$ cat src/rtl/bb_pkg.sv
// bb_pkg: shared FSM states, UART frame geometry and field helpers for the bus bridge slave.
package bb_pkg;
  typedef enum logic [2:0] {IDLE, ADDR, WDATA, SEND, TXWAIT, RXWAIT, RDATA} bb_state_t;
  localparam int UART_TX_DATA_WIDTH = 32;
  localparam int UART_RX_DATA_WIDTH = 16;
  function automatic int data_ofs(int aw);
    return aw;
  endfunction
  function automatic int mode_bit(int aw, int dw);
    return aw + dw;
  endfunction
endpackage

$ cat src/rtl/uart_mav.sv
// uart_mav: 8N1-style UART (start, LSB-first data, stop) with independent TX/RX frame widths.
// Ports: clk, rstn (sync active-low), data_input/data_en start a TX frame when tx_busy=0,
// tx line out; rx line in, data_output holds last good RX frame, ready rises when it lands
// and falls at the next start bit.
module uart_mav #(
  parameter int CLOCKS_PER_PULSE = 5208,
  parameter int TX_DATA_WIDTH = 32,
  parameter int RX_DATA_WIDTH = 16
) (
  input  logic                     clk,
  input  logic                     rstn,
  input  logic [TX_DATA_WIDTH-1:0] data_input,
  input  logic                     data_en,
  output logic [RX_DATA_WIDTH-1:0] data_output,
  output logic                     ready,
  output logic                     tx_busy,
  output logic                     tx,
  input  logic                     rx
);
  localparam int KW = $clog2(CLOCKS_PER_PULSE + 1);
  localparam int TBW = $clog2(TX_DATA_WIDTH + 3);
  localparam int RBW = $clog2(RX_DATA_WIDTH + 3);
  logic [TX_DATA_WIDTH+1:0] tx_sr;
  logic [KW-1:0] tx_clk, rx_clk;
  logic [TBW-1:0] tx_left;
  logic [1:0] rx_sync;
  logic rx_busy;
  logic [RBW-1:0] rx_bit;
  logic [RX_DATA_WIDTH-1:0] rx_sr;
  logic rx_s;
  assign tx = ~tx_busy | tx_sr[0];
  assign rx_s = rx_sync[1];
  always_ff @(posedge clk) begin
    if (!rstn) begin
      tx_sr <= '0;
      tx_clk <= '0;
      tx_left <= '0;
      tx_busy <= 1'b0;
    end else if (!tx_busy) begin
      if (data_en) begin
        tx_sr <= {1'b1, data_input, 1'b0};
        tx_clk <= '0;
        tx_left <= TBW'(TX_DATA_WIDTH + 2);
        tx_busy <= 1'b1;
      end
    end else if (tx_clk == KW'(CLOCKS_PER_PULSE - 1)) begin
      tx_clk <= '0;
      tx_sr <= {1'b1, tx_sr[TX_DATA_WIDTH+1:1]};
      tx_left <= tx_left - 1'b1;
      tx_busy <= tx_left != TBW'(1);
    end else begin
      tx_clk <= tx_clk + 1'b1;
    end
  end
  // Start bit is checked at mid-bit, then every later bit is sampled one full period apart.
  always_ff @(posedge clk) begin
    if (!rstn) begin
      rx_sync <= 2'b11;
      rx_busy <= 1'b0;
      rx_clk <= '0;
      rx_bit <= '0;
      rx_sr <= '0;
      data_output <= '0;
      ready <= 1'b0;
    end else begin
      rx_sync <= {rx_sync[0], rx};
      if (!rx_busy) begin
        if (!rx_s) begin
          rx_busy <= 1'b1;
          rx_clk <= '0;
          rx_bit <= '0;
          ready <= 1'b0;
        end
      end else if (rx_clk == (rx_bit == '0 ? KW'(CLOCKS_PER_PULSE / 2 - 1) : KW'(CLOCKS_PER_PULSE - 1))) begin
        rx_clk <= '0;
        rx_bit <= rx_bit + 1'b1;
        if (rx_bit == '0) rx_busy <= ~rx_s;
        else if (rx_bit <= RBW'(RX_DATA_WIDTH)) rx_sr <= {rx_s, rx_sr[RX_DATA_WIDTH-1:1]};
        else begin
          rx_busy <= 1'b0;
          if (rx_s) begin
            ready <= 1'b1;
            data_output <= rx_sr;
          end
        end
      end else begin
        rx_clk <= rx_clk + 1'b1;
      end
    end
  end
endmodule

$ cat src/rtl/bus_bridge_slave.sv
// bus_bridge_slave: serial-bus slave that forwards transactions over UART as {mode,data,addr} frames.
// Ports: clk, rstn (sync active-low); swdata/smode/mvalid serial master input (LSB first);
// srdata/svalid serial read data out; sready idle; ssplit split request; u_tx/u_rx UART lines.
// Optional: define BB_SLAVE_SPLIT_EN to raise ssplit while a read waits for its UART reply.
module bus_bridge_slave
  import bb_pkg::*;
#(
  parameter int ADDR_WIDTH = 16,
  parameter int DATA_WIDTH = 8,
  parameter int SLAVE_MEM_ADDR_WIDTH = 12,
  parameter int UART_CLOCKS_PER_PULSE = 5208
) (
  input  logic clk,
  input  logic rstn,
  input  logic swdata,
  input  logic smode,
  input  logic mvalid,
  output logic srdata,
  output logic svalid,
  output logic sready,
  output logic ssplit,
  output logic u_tx,
  input  logic u_rx
);
  localparam int CW = $clog2(SLAVE_MEM_ADDR_WIDTH + DATA_WIDTH + 1);
  bb_state_t state, state_n;
  logic [SLAVE_MEM_ADDR_WIDTH-1:0] addr_sr;
  logic [DATA_WIDTH-1:0] data_sr, rd_sr;
  logic [CW-1:0] cnt;
  logic mode_q, ready_q, tx_seen, rise, last_addr, last_data;
  logic u_en, u_tx_busy, u_ready;
  logic [UART_TX_DATA_WIDTH-1:0] u_din;
  logic [UART_RX_DATA_WIDTH-1:0] u_dout;
  logic rx_unused;
  assign rise = u_ready & ~ready_q;
  assign last_addr = cnt == CW'(SLAVE_MEM_ADDR_WIDTH - 1);
  assign last_data = cnt == CW'(DATA_WIDTH - 1);
  assign srdata = svalid & rd_sr[0];
  assign rx_unused = ^u_dout[UART_RX_DATA_WIDTH-1:DATA_WIDTH];
  always_comb begin
    u_din = '0;
    u_din[ADDR_WIDTH-1:0] = ADDR_WIDTH'(addr_sr);
    u_din[data_ofs(ADDR_WIDTH)+:DATA_WIDTH] = mode_q ? data_sr : '0;
    u_din[mode_bit(ADDR_WIDTH, DATA_WIDTH)] = mode_q;
  end
  always_ff @(posedge clk) begin
    if (!rstn) state <= IDLE;
    else state <= state_n;
  end
  always_comb begin
    state_n = state;
    u_en = 1'b0;
    sready = 1'b0;
    svalid = 1'b0;
    case (state)
      IDLE: begin
        sready = 1'b1;
        if (mvalid) state_n = ADDR;
      end
      ADDR: if (mvalid && last_addr) state_n = mode_q ? WDATA : SEND;
      WDATA: if (mvalid && last_data) state_n = SEND;
      SEND: if (!u_tx_busy) begin
        u_en = 1'b1;
        state_n = TXWAIT;
      end
      TXWAIT: if (tx_seen && !u_tx_busy) state_n = mode_q ? IDLE : RXWAIT;
      RXWAIT: if (rise) state_n = RDATA;
      RDATA: begin
        svalid = 1'b1;
        if (last_data) state_n = IDLE;
      end
      default: state_n = IDLE;
    endcase
  end
  // tx_seen is set from the second TXWAIT cycle, so busy is never judged right after u_en.
  always_ff @(posedge clk) begin
    if (!rstn) begin
      addr_sr <= '0;
      data_sr <= '0;
      rd_sr <= '0;
      cnt <= '0;
      mode_q <= 1'b0;
      ready_q <= 1'b0;
      tx_seen <= 1'b0;
    end else begin
      ready_q <= u_ready;
      tx_seen <= state == TXWAIT;
      case (state)
        IDLE: if (mvalid) begin
          addr_sr <= {swdata, addr_sr[SLAVE_MEM_ADDR_WIDTH-1:1]};
          mode_q <= smode;
          cnt <= CW'(1);
        end
        ADDR: if (mvalid) begin
          addr_sr <= {swdata, addr_sr[SLAVE_MEM_ADDR_WIDTH-1:1]};
          cnt <= last_addr ? '0 : cnt + 1'b1;
        end
        WDATA: if (mvalid) begin
          data_sr <= {swdata, data_sr[DATA_WIDTH-1:1]};
          cnt <= last_data ? '0 : cnt + 1'b1;
        end
        RXWAIT: if (rise) rd_sr <= u_dout[DATA_WIDTH-1:0];
        RDATA: begin
          rd_sr <= rd_sr >> 1;
          cnt <= last_data ? '0 : cnt + 1'b1;
        end
        default: ;
      endcase
    end
  end
`ifdef BB_SLAVE_SPLIT_EN
  assign ssplit = (state == TXWAIT && !mode_q) || (state == RXWAIT && !rise);
`else
  assign ssplit = 1'b0;
`endif
  uart_mav #(
    .CLOCKS_PER_PULSE(UART_CLOCKS_PER_PULSE),
    .TX_DATA_WIDTH(UART_TX_DATA_WIDTH),
    .RX_DATA_WIDTH(UART_RX_DATA_WIDTH)
  ) u_uart (
    .clk(clk),
    .rstn(rstn),
    .data_input(u_din),
    .data_en(u_en),
    .data_output(u_dout),
    .ready(u_ready),
    .tx_busy(u_tx_busy),
    .tx(u_tx),
    .rx(u_rx)
  );
endmodule

$ cat config.mk
export PLATFORM = sky130hd
export DESIGN_NAME = bus_bridge_slave
export DESIGN_NICKNAME = d
export VERILOG_FILES = /design/src/rtl/bb_pkg.sv /design/src/rtl/uart_mav.sv /design/src/rtl/bus_bridge_slave.sv
export SDC_FILE = /design/constraint.sdc
export NUM_CORES = 1
export LEC_CHECK = 0
export CORE_MARGIN = 8
export CORE_UTILIZATION = 35
export CTS_CLUSTER_SIZE = 30
export DETAILED_ROUTE_END_ITERATION = 12
export GPL_ROUTABILITY_DRIVEN = 0
export GPL_TIMING_DRIVEN = 0
export PLACE_DENSITY_LB_ADDON = 0.3
export REMOVE_ABC_BUFFERS = 1
export SYNTH_ARGS = -nofsm -noshare
export SYNTH_HDL_FRONTEND = slang
export SYNTH_HIERARCHICAL = 1
export SYNTH_SLANG_ARGS = --single-unit
export TNS_END_PERCENT = 10
$ cat constraint.sdc
create_clock -name clk -period 5.3 [get_ports clk]
set_input_delay 1.325 -clock clk [delete_from_list [all_inputs] [get_ports clk]]
set_output_delay 1.325 -clock clk [all_outputs]
set_load 0.005 [all_outputs]
# == After elaboration in Yosys (flattened, before gate mapping) ==
# Cells that the tools add are included.
# totals
regBits,139
in_bits,6
output_inout_bits,5
# op_classes
n_addsub,5
n_lt_le_gt_ge,1
eq_ne,26
muxes,53
bitwise_logic,8
n_reduce_logical,21
# op_table
op,n
two-way mux 34 bit,3
two-way mux 13 bit,7
two-way mux 5 bit,8
!= test 2 bit (second input constant),14
adder 13 x 1 -> 13 bit (second input constant),2
two-way mux 3 bit,8
one-hot mux 3 bit (7 select lines),1
one-hot mux 5 bit (4 select lines),1
two-way mux 1 bit,19
two-way mux 6 bit,3
two-way mux 8 bit,2
one-hot mux 8 bit (2 select lines),1
== test 13 bit,1
== test 13 bit (second input constant),1
AND reduction 2 bit,6
adder 5 x 1 -> 5 bit (second input constant),2
AND reduction 5 bit,2
== test 3 bit (second input constant),3
AND reduction 4 bit,2
AND reduction 7 bit,1
== test 3 x 2 -> 1 bit (second input constant),2
!= test 6 x 1 -> 1 bit (second input constant),1
subtractor 6 x 1 -> 6 bit (second input constant),1
== test 5 x 3 -> 1 bit (second input constant),1
14 further kinds,22

# == Longest topological paths before layout ==
# Gate-level depths: netlist (run 1).
# logic_depth
word_depth,5
mapped_depth,9
ltp_nobuf,7

# == Hierarchy ==
# The synthesis (run 1) kept the hierarchy.
# by_module_without_submodules
module,n_inst,cells_per_inst,area_per_inst_um2
uart_mav,1,520,4829.6
bus_bridge_slave,1,208,1780.5

# == Least setup slack after synthesis (run 1) ==
# Ideal clock, no wire load.
# synth_path
kind,register -> output
from,register state[1]
to,output svalid
arrival_ns,1.200
setup_slack_ns,2.775
path_stages_with_launch,6
cell_sequence,dfxtp_1 > buf_2 > nor2b_1 > nand2_1 > clkbuf_1 > inv_1
# synth_via
elab_chain_cells,2
# synth_rtl
item,line_no,text
from (decl),bus_bridge_slave.sv:26,"bb_state_t state, state_n;"
from (signal assigned),bus_bridge_slave.sv:48,else state <= state_n;
== test 3 bit,bus_bridge_slave.sv:55,case (state)
two-way mux 1 bit,bus_bridge_slave.sv:55,
to (decl),bus_bridge_slave.sv:19,"output logic svalid,"
# No other way between the ends.

==> results.toml, run 1 <==
[cells_and_area]
layout_common_cells = "dfxtp_1 (138), nor2_1 (82), nand2_1 (78)"
antenna_cells = 0
layout.nets = 717
final_cells = 944
syn_to_final_growth_pct = 14.2
multi_input_area_mm2 = 0.00335
drive_gt1_share_pct = 8.39
seq_area_mm2 = 0.00278
nFillCells = 1771
layout_commonest_cell = "dfxtp_1"

[cts]
worst_skew_pair.late_latency_ns = 0.42
cts_root_buf = "clkbuf_16"
holdBufCountCts = 0
cts_num_sinks = 139
postCtsSetupRepairBufs = 0
post_cts_resize_count = 0
numCtsBuffers = 17
htree_levels = 4
cts_tree = "yes"
clk_pin_slew_ns = 0.06
clk_path_buf_depth = 2

[worst_setup_path]
critical_path.top_delay_family = "buffers and inverters"
cpPeakStageDelay_ns = 1.01
endpoint_kind = "register"
worstPathRequired_ns = 5.65
critical_path.cell_chain = "clkdlybuf4s50_1 > inv_4 > nor2_1 > a41oi_1 > a31oi_1"
critPathLaunchType = "input port"
timing.critical_path.buf_inv = 2
crit_fanout = 81
criticalPathCategory = "input port to register"
arrival_ns = 4.02
cp_slowest_cell = "clkdlybuf4s50_1"

[die]
rows = 49
initial_core_util_pct = 35.5
io_pins = 11
die_w_um = 151
fp.dieH_um = 151
core-area_mm2 = 0.0178
fp.dieArea_mm2 = 0.0227

[global_route]
use_met3_pct = 3.55
antenna_found_initial = 0
use_met1_pct = 14.3
grt_pass1_vias = 4455
top_usage_layer = "met2"
grt_pass1_wl_mm = 21.0
grt_max_degree = 82
use_met2_pct = 17.4
grtUsageTotal_pct = 11.2
overflow = 0

[sta]
slew_viol_final = 0
fin_skew_ns = 0.00786
worstMarginPinSlew_ns = 1.02
slew_headroom_pct = 31.9
period_share_pct = 69.3
hold_violations = 0
tns_ns = 0
setup_violations = 0
min_period_ns = 3.67
fmax_mhz = 272
rsz0062_at_grt = "false"
whs_ns = 0.418

[detailed_routing]
wirelength_mm = 12.1
drc = 0
via_per_inst = 5.07
drt-initial-drc-count = 207
routedWlPerCell_um = 12.8
ant_nets = 0
drt_pass1_iterations = 4
num_vias = 4784

[synthesis]
synth_area_mm2 = 0.00634
syn_area_per_cell_um2 = 9.01
ys.warnings.count = 6
syn_inst = 704

[pwr]
total_power_mw = 2.47
irDropWorstVdd_uv = 228
power_density_mw_per_mm2 = 341
p_leak_nw = 2.57

[job]
drv_cap = 0

[status]
status = "finished clean"

[min_path]
holdCritPathClass = "register to register"

[place]
placed_cells = 912
hpwlAfterDp_mm = 7.69
port-buffer-count = 9
==> worst register-to-register path: stages, from the launching register on <==
cell,delay [ns]
dfxtp_1,0.64
and2_1,0.23
nor3b_1,0.46
nand2_1,0.25
nand2_2,0.58
buf_16,0.26
nor2_1,0.07
a211oi_1,0.20
==> state kept, by name, summed over array words and instances (netlist names), 6 cells and up <==
signal and cells:
u_uart/tx_sr 34, u_uart/rx_sr 16, u_uart/rx_clk 13, u_uart/tx_clk 13
addr_sr 12, data_sr 8, rd_sr 8, u_uart/data_output 8
u_uart/tx_left 6
==> layer usage <==
layer / wire [um] / vias to the layer above
li1: - / 2509
met5: 0 / -
met2: 5360 / 37
met4: 106 / 0
met3: 361 / 10
met1: 6240 / 2228
==> final timing paths <==
check                          from  cells after the start  slack (ns)           endpoint
hold reg to reg   u_uart/rx_sync[0]                      1        0.42  u_uart/rx_sync[1]
setup reg to reg           state[0]                      7        2.53    u_uart/tx_sr[4]
hold / removal    u_uart/rx_sync[0]                      1        0.42  u_uart/rx_sync[1]
setup / recovery               rstn                      5        1.63  u_uart/tx_clk[12]
==> metrics by stage <==
| stage | area, um2 | worst slack, ns | util, % |
|---|---|---|---|
| final | 7240 | 1.63 | 40.6 |
| after global routing | 7240 | 1.34 | 40.6 |
| after CTS | 7240 | 1.63 | 40.6 |
| after detailed placement | 6630 | 1.18 | 37.2 |
| after global placement | 6560 | -0.381 | 36.8 |
| after floorplan | 6190 | 1.77 | - |
==> power by group <==
| group | internal [mW] | total, mW | switching, mW |
|---|---|---|---|
| logic | 0.0590 | 0.146 | 0.0873 |
| registers | 1.07 | 1.10 | 0.0291 |
| clock network | 0.748 | 1.23 | 0.480 |
==> area by class of cell <==
cell class / instances / area share [%]
well taps: 229 / 3.96
clock buffers: 17 / 5.87
repair buffers: 11 / 2.00
flip-flops and latches: 139 / 38.4
multi-input cells: 518 / 46.3
clock inverters: 15 / 2.59
inverters: 15 / 0.812
Note: power is estimated with default switching activity, not from simulation.
==> run 2, diff against run 1 <==
- clock period: 5.3 -> 3.05 ns (I/O delays scaled with it)
==> run 2 against run 1 <==
Compared with the run above: via count shrank 0.17%; flip-flop and latch count unchanged; register-to-register slack worse by 2.1 ns; critical endpoint is now svalid; largest cell class unchanged; highest routed layer unchanged.
==> results.toml, run 2 (synthesis results as in run 1) <==
[cells_and_area]
drive_gt1_share_pct = 9.09
final_cells = 944
final_util_pct = 40.7
layout.nets = 717
reg_top3 = "u_uart/tx_sr x34, u_uart/rx_sr x16"
layout_commonest_cell = "dfxtp_1"
largest_reg_flops = 34
syn_to_final_growth_pct = 14.5
design_area_mm2 = 0.00726
max_flop_register = "u_uart/tx_sr"
layout_common_cells = "dfxtp_1 (137), nor2_1 (81), nand2_1 (77)"
antenna_cells = 0

[die]
fp.dieArea_mm2 = 0.0227
core-area_mm2 = 0.0178
die_w_um = 151
io_pins = 11
fp.dieH_um = 151
rows = 49
initial_core_util_pct = 35.5

[detailed_routing]
num_vias = 4776
ant_nets = 0
via_per_inst = 5.06
drc = 0
wirelength_mm = 12.0
drt_pass1_iterations = 4
routedWlPerCell_um = 12.8
drt-initial-drc-count = 197

[worst_setup_path]
critPathLaunchType = "register"
criticalPathCategory = "register to output port"
arrival_ns = 2.01
worstPathRequired_ns = 2.29
crit_fanout = 18
endpoint_kind = "output port"

[min_path]
holdCritPathClass = "register to register"

[place]
dpl_worst_slack_ns = -0.511
hpwlAfterDp_mm = 7.69
placed_area_mm2 = 0.00663
placed_cells = 912
port-buffer-count = 9

[sta]
period_share_pct = 91.0
min_period_ns = 2.77
layout_setup_ws_ns = 0.276
worstMarginPinSlew_ns = 0.857
hold_violations = 0
slew_viol_final = 0
rsz0062_at_grt = "false"
fin_skew_ns = 0.0143
setup_violations = 0
slew_headroom_pct = 42.8
fmax_mhz = 360

[cts]
worst_skew_pair.late_latency_ns = 0.42
numCtsBuffers = 17
clk_pin_slew_ns = 0.06
post_cts_resize_count = 3
cts_num_sinks = 139
clk_path_buf_depth = 2
cts_tree = "yes"
cts_root_buf = "clkbuf_16"
htree_levels = 4
postCtsSetupRepairBufs = 0
holdBufCountCts = 0

[global_route]
overflow = 0
antenna_found_initial = 0
grt_pass1_vias = 4462
grt_pass1_wl_mm = 21.0
grt_max_degree = 82
grtUsageTotal_pct = 11.2

[pwr]
p_leak_nw = 2.58
irDropWorstVdd_uv = 380
power_density_mw_per_mm2 = 590

[status]
status = "finished clean"

[job]
drv_cap = 0
[run 2: worst max-delay path, cell delays in order (launching register included)]
cell and delay, ns:
dfxtp_1 0.47, nor2b_2 0.27, nand2_2 0.21, inv_1 0.14
clkdlybuf4s50_1 0.50
[run 2: final timing paths]
path	from	end	slack, ns	cells past startpoint
hold reg to reg	u_uart/rx_sync[0]	u_uart/rx_sync[1]	0.42	1
hold / removal	u_uart/rx_sync[0]	u_uart/rx_sync[1]	0.42	1
setup reg to reg	state[0]	u_uart/tx_sr[4]	0.45	7
setup / recovery	state[0]	svalid	0.28	4
[run 2: stage by stage]
step                total power [mW]  hold WS [ns]  setup TNS [ns]
global route                    4.46         0.453               0
CTS                             4.35         0.420               0
finish                          4.29         0.418               0
floorplan                       2.11         0.386          -13.06
detailed placement              2.20         0.404          -17.15
global placement                2.20         0.401         -143.25
[run 2: power by group]
part / total, mW / switching, mW / internal [mW]
clock: 2.12 / 0.825 / 1.30
combinational: 0.256 / 0.153 / 0.103
sequential: 1.91 / 0.0506 / 1.85
total: 4.29 / 1.03 / 3.26
[run 2: routing by layer]
layer,track usage [%],vias to the layer above,wire (um)
met3,3.55,2,327
met2,17.4,46,5510
met5,0,-,0
li1,-,2512,-
met1,14.2,2216,6170
met4,4.21,0,37
[run 2: area by class of cell]
type	count	area (um2)
Clock buffer	17	425
Clock inverter	15	188
Fill cell	1775	10600
Inverter	15	60.1
Multi-Input combinational cell	518	3370
Sequential cell	139	2790
Tap cell	229	287
Timing Repair Buffer	11	148
==> run 3, diff against run 2 <==
- HOLD_SLACK_MARGIN: unset -> 0.12
- MAX_ROUTING_LAYER: unset -> met4
==> run 3 against run 2 <==
Compared with the run above: clock power barely moved; worst hold slack is essentially flat; combinational power is essentially flat; register-to-register slack barely moved; routed wire length barely moved; sequential share of layout area unchanged; clock skew shrank 0.0081 ns; first-iteration DRC count up 2.0%; critical path depth did not move; fmax hardly changed; non-clock buffer count stayed put; critical path type unchanged; highest routed layer unchanged.
==> results.toml, run 3 (synthesis results as in run 1) <==
[cells_and_area]
layout.nets = 717
nFillCells = 1775
largest_reg_flops = 34
layout_common_cells = "dfxtp_1 (137), nor2_1 (81), nand2_1 (77)"
reg_top3 = "u_uart/tx_sr x34, u_uart/rx_sr x16"
layout_commonest_cell = "dfxtp_1"
max_flop_register = "u_uart/tx_sr"
syn_to_final_growth_pct = 14.5
antenna_cells = 0
drive_gt1_share_pct = 9.09
final_cells = 944

[cts]
htree_levels = 4
worst_skew_pair.late_latency_ns = 0.41
post_cts_resize_count = 3
cts_tree = "yes"
numCtsBuffers = 17
cts_root_buf = "clkbuf_16"
clk_pin_slew_ns = 0.06
postCtsSetupRepairBufs = 0
holdBufCountCts = 0
cts_num_sinks = 139
clk_path_buf_depth = 2

[die]
core-area_mm2 = 0.0178
fp.dieArea_mm2 = 0.0227
io_pins = 11
fp.dieH_um = 151
rows = 49
initial_core_util_pct = 35.5
die_w_um = 151

[global_route]
antenna_found_initial = 0
grtUsageTotal_pct = 11.5
grt_pass1_wl_mm = 21.0
grt_pass1_vias = 4463
grt_max_degree = 82
overflow = 0

[worst_setup_path]
critPathLaunchType = "register"
criticalPathCategory = "register to output port"
timing.rr.start = "state[0]"
reg2reg_slack_ns = 0.46
crit_fanout = 18
timing.critical_path.buf_inv = 2
rr_endpoint = "u_uart/tx_sr[21]"
critical_path.cell_chain = "nor2b_2 > nand2_2 > inv_1 > clkdlybuf4s50_1"
rr_worst_depth = 7
cp_slowest_cell = "clkdlybuf4s50_1"
cp.depth = 4
endpoint_kind = "output port"
critical_path.top_delay_family = "buffers and inverters"
crit_start = "state[0]"
worstPathRequired_ns = 2.29
cpPeakStageDelay_ns = 0.50
crit_end = "svalid"
arrival_ns = 2.01

[sta]
worstMarginPinSlew_ns = 0.851
min_period_ns = 2.77
layout_setup_ws_ns = 0.276
rsz0062_at_grt = "false"
tns_ns = 0
hold_violations = 0
setup_violations = 0
period_share_pct = 91.0
slew_headroom_pct = 43.0
fmax_mhz = 360
slew_viol_final = 0
fin_skew_ns = 0.00621

[detailed_routing]
num_vias = 4781
via_per_inst = 5.06
routedWlPerCell_um = 12.8
wirelength_mm = 12.0
drt_pass1_iterations = 5
drc = 0
drt-initial-drc-count = 201
ant_nets = 0

[place]
hpwlAfterDp_mm = 7.69
placed_cells = 912
dpl_worst_slack_ns = -0.511
port-buffer-count = 9

[pwr]
power_density_mw_per_mm2 = 591
p_leak_nw = 2.58
irDropWorstVdd_uv = 382

[job]
drv_cap = 0

[status]
status = "finished clean"

[min_path]
holdCritPathClass = "register to register"
-- run 3: cell counts in the layout (fill, tap and decap cells not counted) --
Identical to the previous run, type by type.
-- run 3: cell type report --
cell class | count | area, um2 | share of cell area (%)
multi-input cells | 518 | 3370 | 46.4
flip-flops and latches | 139 | 2790 | 38.4
clock buffers | 17 | 425 | 5.86
well taps | 229 | 287 | 3.95
clock inverters | 15 | 188 | 2.59
repair buffers | 11 | 148 | 2.03
inverters | 15 | 60.1 | 0.827
-- run 3: power by group --
part | internal, mW | leakage (nW) | switching [mW]
sequential | 1.85 | 1.12 | 0.0510
clock | 1.30 | 0.291 | 0.830
combinational | 0.103 | 1.17 | 0.152
total | 3.26 | 2.58 | 1.03
-- run 3: worst min path at each step --
stage,startpoint,to,slack [ns],depth (start not counted)
after floorplan,u_uart/rx_sync[0],u_uart/rx_sync[1],0.39,1
after global placement,u_uart/rx_sync[0],u_uart/rx_sync[1],0.40,1
after detailed placement,u_uart/rx_sync[0],u_uart/rx_sync[1],0.40,1
after CTS,u_uart/rx_sync[0],u_uart/rx_sync[1],0.42,1
after global routing,u_uart/rx_sync[0],u_uart/rx_sync[1],0.45,1
final,u_uart/rx_sync[0],u_uart/rx_sync[1],0.42,1
-- run 3: layer usage --
layer / track usage, % / vias up / routed length (um)
met2: 17.4 / 38 / 5430
met3: 3.97 / 7 / 348
met5: - / - / 0
met1: 14.3 / 2226 / 6190
li1: - / 2510 / -
met4: 3.46 / 0 / 70
-- run 3: stage by stage --
stage	instance area (um2)	hold slack [ns]	total power [mW]	util (%)
6_report	7260	0.418	4.29	40.7
5_1_grt	7260	0.453	4.47	40.7
4_1_cts	7250	0.420	4.35	40.6
3_5_place_dp	6630	0.404	2.20	37.2
3_3_place_gp	6560	0.401	2.20	36.8
2_1_floorplan	6190	0.386	2.11	-
